==> config.mk <==
export PLATFORM = sky130hd
export DESIGN_NAME = gato_move_sequencer_flat
export DESIGN_NICKNAME = d
export VERILOG_FILES = /design/src/rtl/gato_pkg.sv /design/src/rtl/gato_move_sequencer_if.sv /design/src/rtl/gato_cursor.sv /design/src/rtl/gato_move_sequencer.sv /design/src/flat_wrapper.sv
export SDC_FILE = /design/constraint.sdc
export NUM_CORES = 1
export LEC_CHECK = 0
export ABC_CLOCK_PERIOD_IN_PS = 2750
export CORE_MARGIN = 10
export CORE_UTILIZATION = 49
export DETAILED_ROUTE_END_ITERATION = 12
export PLACE_DENSITY_LB_ADDON = 0.1
export SLEW_MARGIN = 20
export SYNTH_ARGS = -nofsm -noshare
export SYNTH_HDL_FRONTEND = slang
export SYNTH_SLANG_ARGS = --single-unit
export TNS_END_PERCENT = 10
==> constraint.sdc <==
create_clock -name clk -period 2.75 [get_ports clk]
set_clock_uncertainty 0.05 [all_clocks]
set_input_delay 0.275 -clock clk [delete_from_list [all_inputs] [get_ports clk]]
set_output_delay 0.275 -clock clk [all_outputs]
set_load 0.01 [all_outputs]
==> src/rtl/gato_pkg.sv <==
// gato_pkg -- shared definitions for the tic-tac-toe move sequencer.
//   state_e     : FSM state codes (also driven out on the 3-bit state port)
//   cell_e      : board cell codes as stored in the game register
//   CENTER_CELL : cursor position after reset
//   BOARD_W     : width of the packed 9-cell board
//   cell_at()   : extracts one cell code from the packed board
package gato_pkg;

   typedef enum logic [2:0] {
      P1_SEL = 3'd0,
      P1_WR  = 3'd1,
      P1_CHK = 3'd2,
      P2_SEL = 3'd3,
      P2_WR  = 3'd4,
      P2_CHK = 3'd5,
      DONE   = 3'd6
   } state_e;

   typedef enum logic [1:0] {
      EMPTY = 2'b00,
      P1    = 2'b01,
      P2    = 2'b10
   } cell_e;

   localparam logic [3:0]  CENTER_CELL = 4'd4;
   localparam logic [3:0]  LAST_CELL   = 4'd8;
   localparam int unsigned BOARD_W     = 18;

   // Out-of-range indices read as an illegal code so they never look empty.
   function automatic logic [1:0] cell_at(input logic [BOARD_W-1:0] board,
                                          input logic [3:0]         idx);
      logic [1:0] v;
      v = 2'b11;
      for (int unsigned k = 0; k < 9; k++) begin
         if (idx == 4'(k)) v = board[2*k +: 2];
      end
      return v;
   endfunction

endpackage

==> src/rtl/gato_move_sequencer_if.sv <==
// gato_move_sequencer_if -- player buttons, board/verifier inputs and the
// sequencer's outputs bundled together.
//   master : the sequencer side (consumes buttons/board/verifier, drives
//            write strobe, check request, cursor, turn and status outputs)
//   slave  : the environment side (game register, verifier, button logic)
interface gato_move_sequencer_if;
   import gato_pkg::*;

   logic               btn_up;
   logic               btn_down;
   logic               btn_left;
   logic               btn_right;
   logic               btn_select;
   logic [BOARD_W-1:0] cell_state;
   logic               check_done;
   logic               game_over;

   logic               wr_en;
   logic [3:0]         wr_cell;
   logic [1:0]         wr_value;
   logic               check_req;
   logic [3:0]         cursor;
   logic               turn_p1;
   logic               turn_p2;
   logic [2:0]         state;
   logic               reject;
   logic               timeout;

   modport master (
      input  btn_up, btn_down, btn_left, btn_right, btn_select,
      input  cell_state, check_done, game_over,
      output wr_en, wr_cell, wr_value, check_req, cursor,
      output turn_p1, turn_p2, state, reject, timeout
   );

   modport slave (
      output btn_up, btn_down, btn_left, btn_right, btn_select,
      output cell_state, check_done, game_over,
      input  wr_en, wr_cell, wr_value, check_req, cursor,
      input  turn_p1, turn_p2, state, reject, timeout
   );

endinterface

==> src/rtl/gato_cursor.sv <==
// gato_cursor -- next-cursor computation for the 3x3 board.
//   cur_i         : current cursor, 0..8 row-major
//   btn_*_i       : one-cycle button pulses
//   nxt_o         : cursor after applying at most one button
// Priority is select > up > down > left > right; select never moves the
// cursor. Moves wrap within the same column (up/down) or row (left/right).
module gato_cursor
   import gato_pkg::*;
(
   input  logic [3:0] cur_i,
   input  logic       btn_select_i,
   input  logic       btn_up_i,
   input  logic       btn_down_i,
   input  logic       btn_left_i,
   input  logic       btn_right_i,
   output logic [3:0] nxt_o
);

   logic [3:0] row_base;
   logic       at_top;
   logic       at_bottom;
   logic       at_left;
   logic       at_right;

   always_comb begin
      at_top    = cur_i < 4'd3;
      at_bottom = cur_i >= 4'd6;
      // first cell of the current row; column tests are relative to it
      row_base  = at_bottom ? 4'd6 : (at_top ? 4'd0 : 4'd3);
      at_left   = cur_i == row_base;
      at_right  = cur_i == (row_base + 4'd2);

      nxt_o = cur_i;
      if (cur_i > LAST_CELL) begin
         nxt_o = CENTER_CELL;
      end else if (btn_select_i) begin
         nxt_o = cur_i;
      end else if (btn_up_i) begin
         nxt_o = at_top ? cur_i + 4'd6 : cur_i - 4'd3;
      end else if (btn_down_i) begin
         nxt_o = at_bottom ? cur_i - 4'd6 : cur_i + 4'd3;
      end else if (btn_left_i) begin
         nxt_o = at_left ? cur_i + 4'd2 : cur_i - 4'd1;
      end else if (btn_right_i) begin
         nxt_o = at_right ? cur_i - 4'd2 : cur_i + 4'd1;
      end
   end

endmodule

==> src/rtl/gato_move_sequencer.sv <==
// gato_move_sequencer -- turn/move FSM for a two-player tic-tac-toe game.
//   clk, reset : single clock, asynchronous active-high reset
//   bus        : gato_move_sequencer_if.master
//                in : buttons, cell_state board, check_done/game_over
//                out: wr_en/wr_cell/wr_value board write, check_req,
//                     cursor, turn_p1/turn_p2, state, reject, timeout
//   TIMEOUT_CYCLES : cycles a player may idle in a select state (2..65535)
// Optional feature: define GATO_TURN_TIMEOUT_EN to forfeit a turn after
// TIMEOUT_CYCLES-1 idle cycles; otherwise timeout is tied low.
// All outputs are registered; their values follow the next state.
module gato_move_sequencer
   import gato_pkg::*;
#(
   parameter int unsigned TIMEOUT_CYCLES = 1000
) (
   input  logic                   clk,
   input  logic                   reset,
   gato_move_sequencer_if.master  bus
);

   if (TIMEOUT_CYCLES < 2 || TIMEOUT_CYCLES > 65535) begin : g_bad_timeout
      $error("TIMEOUT_CYCLES must be within 2..65535");
   end

   state_e     state_q, state_d;
   logic [3:0] cursor_q, cursor_d;
   logic [3:0] cursor_nxt;
   logic       wr_en_q, wr_en_d;
   logic [3:0] wr_cell_q, wr_cell_d;
   logic [1:0] wr_value_q, wr_value_d;
   logic       check_req_q, check_req_d;
   logic       turn_p1_q, turn_p1_d;
   logic       turn_p2_q, turn_p2_d;
   logic       reject_q, reject_d;
   logic       in_sel;
   logic       is_p1;
   logic       cell_free;

`ifdef GATO_TURN_TIMEOUT_EN
   localparam logic [15:0] EXPIRE_AT = 16'(TIMEOUT_CYCLES - 1);
   logic [15:0] cnt_q, cnt_d;
   logic        timeout_q, timeout_d;
   logic        expire;
`endif

   gato_cursor u_cursor (
      .cur_i        (cursor_q),
      .btn_select_i (bus.btn_select),
      .btn_up_i     (bus.btn_up),
      .btn_down_i   (bus.btn_down),
      .btn_left_i   (bus.btn_left),
      .btn_right_i  (bus.btn_right),
      .nxt_o        (cursor_nxt)
   );

   always_comb begin
      in_sel    = (state_q == P1_SEL) || (state_q == P2_SEL);
      is_p1     = state_q == P1_SEL;
      cell_free = cell_at(bus.cell_state, cursor_q) == EMPTY;

      state_d    = state_q;
      cursor_d   = cursor_q;
      wr_en_d    = 1'b0;
      wr_cell_d  = '0;
      wr_value_d = '0;
      reject_d   = 1'b0;
`ifdef GATO_TURN_TIMEOUT_EN
      timeout_d  = 1'b0;
      // the counter reaches TIMEOUT_CYCLES-1 on this edge
      expire     = in_sel && ((cnt_q + 16'd1) == EXPIRE_AT);
`endif

      case (state_q)
         P1_SEL, P2_SEL: begin
            if (bus.btn_select && cell_free) begin
               // an accepted select wins over a simultaneous expiry
               state_d    = is_p1 ? P1_WR : P2_WR;
               wr_en_d    = 1'b1;
               wr_cell_d  = cursor_q;
               wr_value_d = is_p1 ? P1 : P2;
            end else begin
               reject_d = bus.btn_select;
               cursor_d = cursor_nxt;
`ifdef GATO_TURN_TIMEOUT_EN
               if (expire) begin
                  timeout_d = 1'b1;
                  state_d   = is_p1 ? P2_SEL : P1_SEL;
               end
`endif
            end
         end
         P1_WR:  state_d = P1_CHK;
         P2_WR:  state_d = P2_CHK;
         P1_CHK: if (bus.check_done) state_d = bus.game_over ? DONE : P2_SEL;
         P2_CHK: if (bus.check_done) state_d = bus.game_over ? DONE : P1_SEL;
         DONE:   state_d = DONE;
         default: state_d = P1_SEL;
      endcase

      check_req_d = (state_d == P1_CHK) || (state_d == P2_CHK);
      turn_p1_d   = state_d inside {P1_SEL, P1_WR, P1_CHK};
      turn_p2_d   = state_d inside {P2_SEL, P2_WR, P2_CHK};

`ifdef GATO_TURN_TIMEOUT_EN
      // cleared on entry to a select state (including a forfeit hand-over)
      if ((state_d == P1_SEL) || (state_d == P2_SEL)) begin
         cnt_d = (state_d == state_q) ? cnt_q + 16'd1 : '0;
      end else begin
         cnt_d = '0;
      end
`endif
   end

   always_ff @(posedge clk or posedge reset) begin
      if (reset) begin
         state_q     <= P1_SEL;
         cursor_q    <= CENTER_CELL;
         wr_en_q     <= 1'b0;
         wr_cell_q   <= '0;
         wr_value_q  <= '0;
         check_req_q <= 1'b0;
         turn_p1_q   <= 1'b1;
         turn_p2_q   <= 1'b0;
         reject_q    <= 1'b0;
`ifdef GATO_TURN_TIMEOUT_EN
         cnt_q       <= '0;
         timeout_q   <= 1'b0;
`endif
      end else begin
         state_q     <= state_d;
         cursor_q    <= cursor_d;
         wr_en_q     <= wr_en_d;
         wr_cell_q   <= wr_cell_d;
         wr_value_q  <= wr_value_d;
         check_req_q <= check_req_d;
         turn_p1_q   <= turn_p1_d;
         turn_p2_q   <= turn_p2_d;
         reject_q    <= reject_d;
`ifdef GATO_TURN_TIMEOUT_EN
         cnt_q       <= cnt_d;
         timeout_q   <= timeout_d;
`endif
      end
   end

   assign bus.state     = state_q;
   assign bus.cursor    = cursor_q;
   assign bus.wr_en     = wr_en_q;
   assign bus.wr_cell   = wr_cell_q;
   assign bus.wr_value  = wr_value_q;
   assign bus.check_req = check_req_q;
   assign bus.turn_p1   = turn_p1_q;
   assign bus.turn_p2   = turn_p2_q;
   assign bus.reject    = reject_q;
`ifdef GATO_TURN_TIMEOUT_EN
   assign bus.timeout   = timeout_q;
`else
   assign bus.timeout   = 1'b0;
`endif

endmodule

==> src/flat_wrapper.sv <==
// flat-port wrapper written by rule: the top's interface ports become plain ports
module gato_move_sequencer_flat import gato_pkg::*;
#(
   parameter int unsigned TIMEOUT_CYCLES = 1000
)
  (clk, reset, bus_btn_up, bus_btn_down, bus_btn_left, bus_btn_right, bus_btn_select, bus_cell_state, bus_check_done, bus_game_over, bus_wr_en, bus_wr_cell, bus_wr_value, bus_check_req, bus_cursor, bus_turn_p1, bus_turn_p2, bus_state, bus_reject, bus_timeout);
  gato_move_sequencer_if bus_i ();
  input  logic clk;
  input  logic reset;
  input wire logic [$bits(bus_i.btn_up)-1:0] bus_btn_up;
  input wire logic [$bits(bus_i.btn_down)-1:0] bus_btn_down;
  input wire logic [$bits(bus_i.btn_left)-1:0] bus_btn_left;
  input wire logic [$bits(bus_i.btn_right)-1:0] bus_btn_right;
  input wire logic [$bits(bus_i.btn_select)-1:0] bus_btn_select;
  input wire logic [$bits(bus_i.cell_state)-1:0] bus_cell_state;
  input wire logic [$bits(bus_i.check_done)-1:0] bus_check_done;
  input wire logic [$bits(bus_i.game_over)-1:0] bus_game_over;
  output wire logic [$bits(bus_i.wr_en)-1:0] bus_wr_en;
  output wire logic [$bits(bus_i.wr_cell)-1:0] bus_wr_cell;
  output wire logic [$bits(bus_i.wr_value)-1:0] bus_wr_value;
  output wire logic [$bits(bus_i.check_req)-1:0] bus_check_req;
  output wire logic [$bits(bus_i.cursor)-1:0] bus_cursor;
  output wire logic [$bits(bus_i.turn_p1)-1:0] bus_turn_p1;
  output wire logic [$bits(bus_i.turn_p2)-1:0] bus_turn_p2;
  output wire logic [$bits(bus_i.state)-1:0] bus_state;
  output wire logic [$bits(bus_i.reject)-1:0] bus_reject;
  output wire logic [$bits(bus_i.timeout)-1:0] bus_timeout;
  assign bus_i.btn_up = bus_btn_up;
  assign bus_i.btn_down = bus_btn_down;
  assign bus_i.btn_left = bus_btn_left;
  assign bus_i.btn_right = bus_btn_right;
  assign bus_i.btn_select = bus_btn_select;
  assign bus_i.cell_state = bus_cell_state;
  assign bus_i.check_done = bus_check_done;
  assign bus_i.game_over = bus_game_over;
  assign bus_wr_en = bus_i.wr_en;
  assign bus_wr_cell = bus_i.wr_cell;
  assign bus_wr_value = bus_i.wr_value;
  assign bus_check_req = bus_i.check_req;
  assign bus_cursor = bus_i.cursor;
  assign bus_turn_p1 = bus_i.turn_p1;
  assign bus_turn_p2 = bus_i.turn_p2;
  assign bus_state = bus_i.state;
  assign bus_reject = bus_i.reject;
  assign bus_timeout = bus_i.timeout;
  gato_move_sequencer #(.TIMEOUT_CYCLES(TIMEOUT_CYCLES)) u_core (.clk(clk), .reset(reset), .bus(bus_i));
endmodule
==> out/metrics.cfg <==
[logic_synthesis]
synth-seq-area-share_pct = 25.78
yosysUniqueCellTypes = 62
syn_area_per_cell_um2 = 8.209
synth_seq_cells = 18
synth_area_leaders = dfrtp_1 23%, ha_1 6.4%, nand2_1 4.5%
synth_edf_count = 0
yosysTopAreaCellShare_pct = 22.79
ys_warn_count = 0
synth_top_area_cell = dfrtp_1
synth_area_um2 = 1757
synthFlopType = dfrtp_1
synth_nets = 250
synthArstFlopShare_pct = 100.0
syn_inst = 214

[routing]
wl_um = 4962
via_per_inst = 5.814
drtAntennaViolNets = 0
drt_iter0_drc = 115
drc = 0
dr.pass1.iters = 5
vias = 1750
wl_per_cell_um = 16.49

[layout]
utilization_pct = 66.70
layout_common_cells = 44 x clkdlybuf4s50_1, 21 x nand2_1, 16 x dfrtp_1
antennaDiodeCount = 0
seqCellArea_um2 = 452.9
area_growth_syn_to_layout_pct = 28.70
nFillCells = 299
drive_gt1_share_pct = 9.804
layout_commonest_cell = clkdlybuf4s50_1
stdcell_area_um2 = 2261
nNetsFinal = 292
multi_input_area_um2 = 1184

[setup_path]
startpoint_type = flop
path_delay_family = compound AO/OA/AOI/OAI gates
setup.worst_path.class = flop to flop
path_cells = inv_2 -> ha_1 -> a22o_1 -> a2111oi_4 -> nand4_1 -> a31oi_1 -> nor2_1
crit_arrival_ns = 2.58
cp_max_fo = 11
slowest_stage = dfrtp_1
critical_path_required_ns = 2.89
end_kind = flop
critPathMaxStageDelay_ns = 0.55
path_buf_inv = 1

[timing]
max_slew_margin_pct = 56.11
finalHoldViolCount = 0
tns_ns = 0
fin_crit_sh_pct = 89.07
worstMarginPinSlew_ns = 0.6577
fin_crit_ns = 2.449
max_freq_ghz = 0.4083
setup_ws_ns = 0.3006
slew_violations = 0
finalSetupViolCount = 0
rsz0062_at_grt = no

[global_routing]
grt_pass1_vias = 1627
grt_util_all_layers_pct = 15.77
antenna_found_initial = 0
grt_max_degree = 19
grt_pass1_wl_um = 8245
overflow = 0

[placement]
finalWeightedCongestion = 0.8915
port_buffers = 44
dp_hpwl_um = 3886
dpl_cell_area_um2 = 2225
dp_slack_ns = 0.3450

[clock_network]
clockRootBuffer = clkbuf_4
cts_buffers = 3
insertion_delay_ns = 0.30
cts_tree = yes
path_clk_slew_ns = 0.10
clock_sinks = 18
cts_buffer_depth = 2
post_cts_resized = 0
post_cts_buffers = 0
hold_buffers = 0
h-tree-depth = 1

[job]
drv_cap = 0

[power]
power_density_nw_per_um2 = 1024
leakage_nw = 0.9031
irDropWorstVdd_mv = 0.5792

[floorplan]
die_area_um2 = 6380
core_um2 = 3390
initial_core_util_pct = 51.83
io_pins = 46
fp.dieH_um = 79.88
row_count = 21
die_w_um = 79.88

[min_path]
hold_class = input pin to asynchronous set/reset pin

[outcome]
status = completed

cells by family (layout without fill, tap and decap cells):
family	count (synthesis)	in the layout	synth area share [%]
adders and majority gates	9	9	6.410
DFF	18	18	25.78
buffers and inverters	24	65	6.837
muxes	4	4	2.279
AOI/OAI and AO/OA	73	73	30.84
and+or+nand+nor	83	83	26.64
other	1	1	0.2135
xor gates and xnor gates	2	2	0.9973
per-stage QoR:
stage | hold WS (ns) | power (W) | std cells
4_1_cts | 0.3408 | 0.002306 | 301
6_report | 0.3241 | 0.002315 | 301
5_1_grt | 0.3990 | 0.002517 | 301
3_3_place_gp | 0.5708 | 0.002134 | 297
2_1_floorplan | 0.1621 | 0.001665 | 214
3_5_place_dp | 0.5588 | 0.002138 | 297
layer usage:
layer,vias up,part of all wire (%),track usage (%)
li1,877,-,-
met1,792,49,22.10
met2,75,42,23.62
met3,6,7.6,3.941
met4,0,1.2,3.345
met5,-,0,0
where the power goes:
part | leakage [nW] | switching, W | internal, W | total, W
sequential | 0.230 | 0.000136 | 0.000359 | 0.000495
combinational | 0.652 | 0.000912 | 0.000747 | 0.00166
clock | 0.0210 | 0.0000807 | 0.0000807 | 0.000161
synth_stat cells (3+ instances only):
cell,count
a21oi_1,14
a221oi_1,3
a22o_1,3
a31oi_1,4
and3_1,3
buf_2,3
buf_4,3
clkbuf_1,5
dfrtp_1,16
ha_1,9
inv_1,8
mux2i_1,4
nand2_1,21
nand2b_1,8
nand3_1,6
nand4_1,3
nor2_1,8
nor2b_1,7
nor3_1,10
o211ai_1,7
o21ai_0,10
o21ai_1,3
o31ai_1,3
layout make-up:
type	count	share of cell area [%]
inverter	10	1.660
multi-input combinational	172	52.35
timing repair buffer	51	21.80
clock buffer	4	1.605
sequential	18	20.03
tap	46	2.546
worst register-to-register path, cell delays in order (launching register included):
cell and delay (ns):
dfrtp_1 0.55, inv_2 0.20, ha_1 0.32, a22o_1 0.30, a2111oi_4 0.38, nand4_1 0.26
a31oi_1 0.23, nor2_1 0.06
flip-flops by register name (all words and copies together) (netlist names):
signal / flops
u_core.bus.wr_value: 2
u_core.bus.reject: 1
u_core.bus.check_req: 1
u_core.bus.wr_en: 1
u_core.bus.turn_p2: 1
u_core.bus.cursor: 4
u_core.bus.state: 3
u_core.bus.turn_p1: 1
u_core.bus.wr_cell: 4
worst paths after layout:
kind / start / endpoint / slack, ns / cells past startpoint
max: u_core.bus.cursor[1] / u_core.bus.state[1] / 0.30 / 7
min reg2reg: u_core.bus.state[1] / u_core.bus.check_req / 0.56 / 1
max in group asynchronous: reset / u_core.bus.wr_cell[3] / 1.90 / 2
min: reset / u_core.bus.state[0] / 0.32 / 2
max reg2reg: u_core.bus.cursor[1] / u_core.bus.state[1] / 0.30 / 7
min in group clk: u_core.bus.state[1] / u_core.bus.check_req / 0.56 / 1
Power figures use the tool's default switching activity.
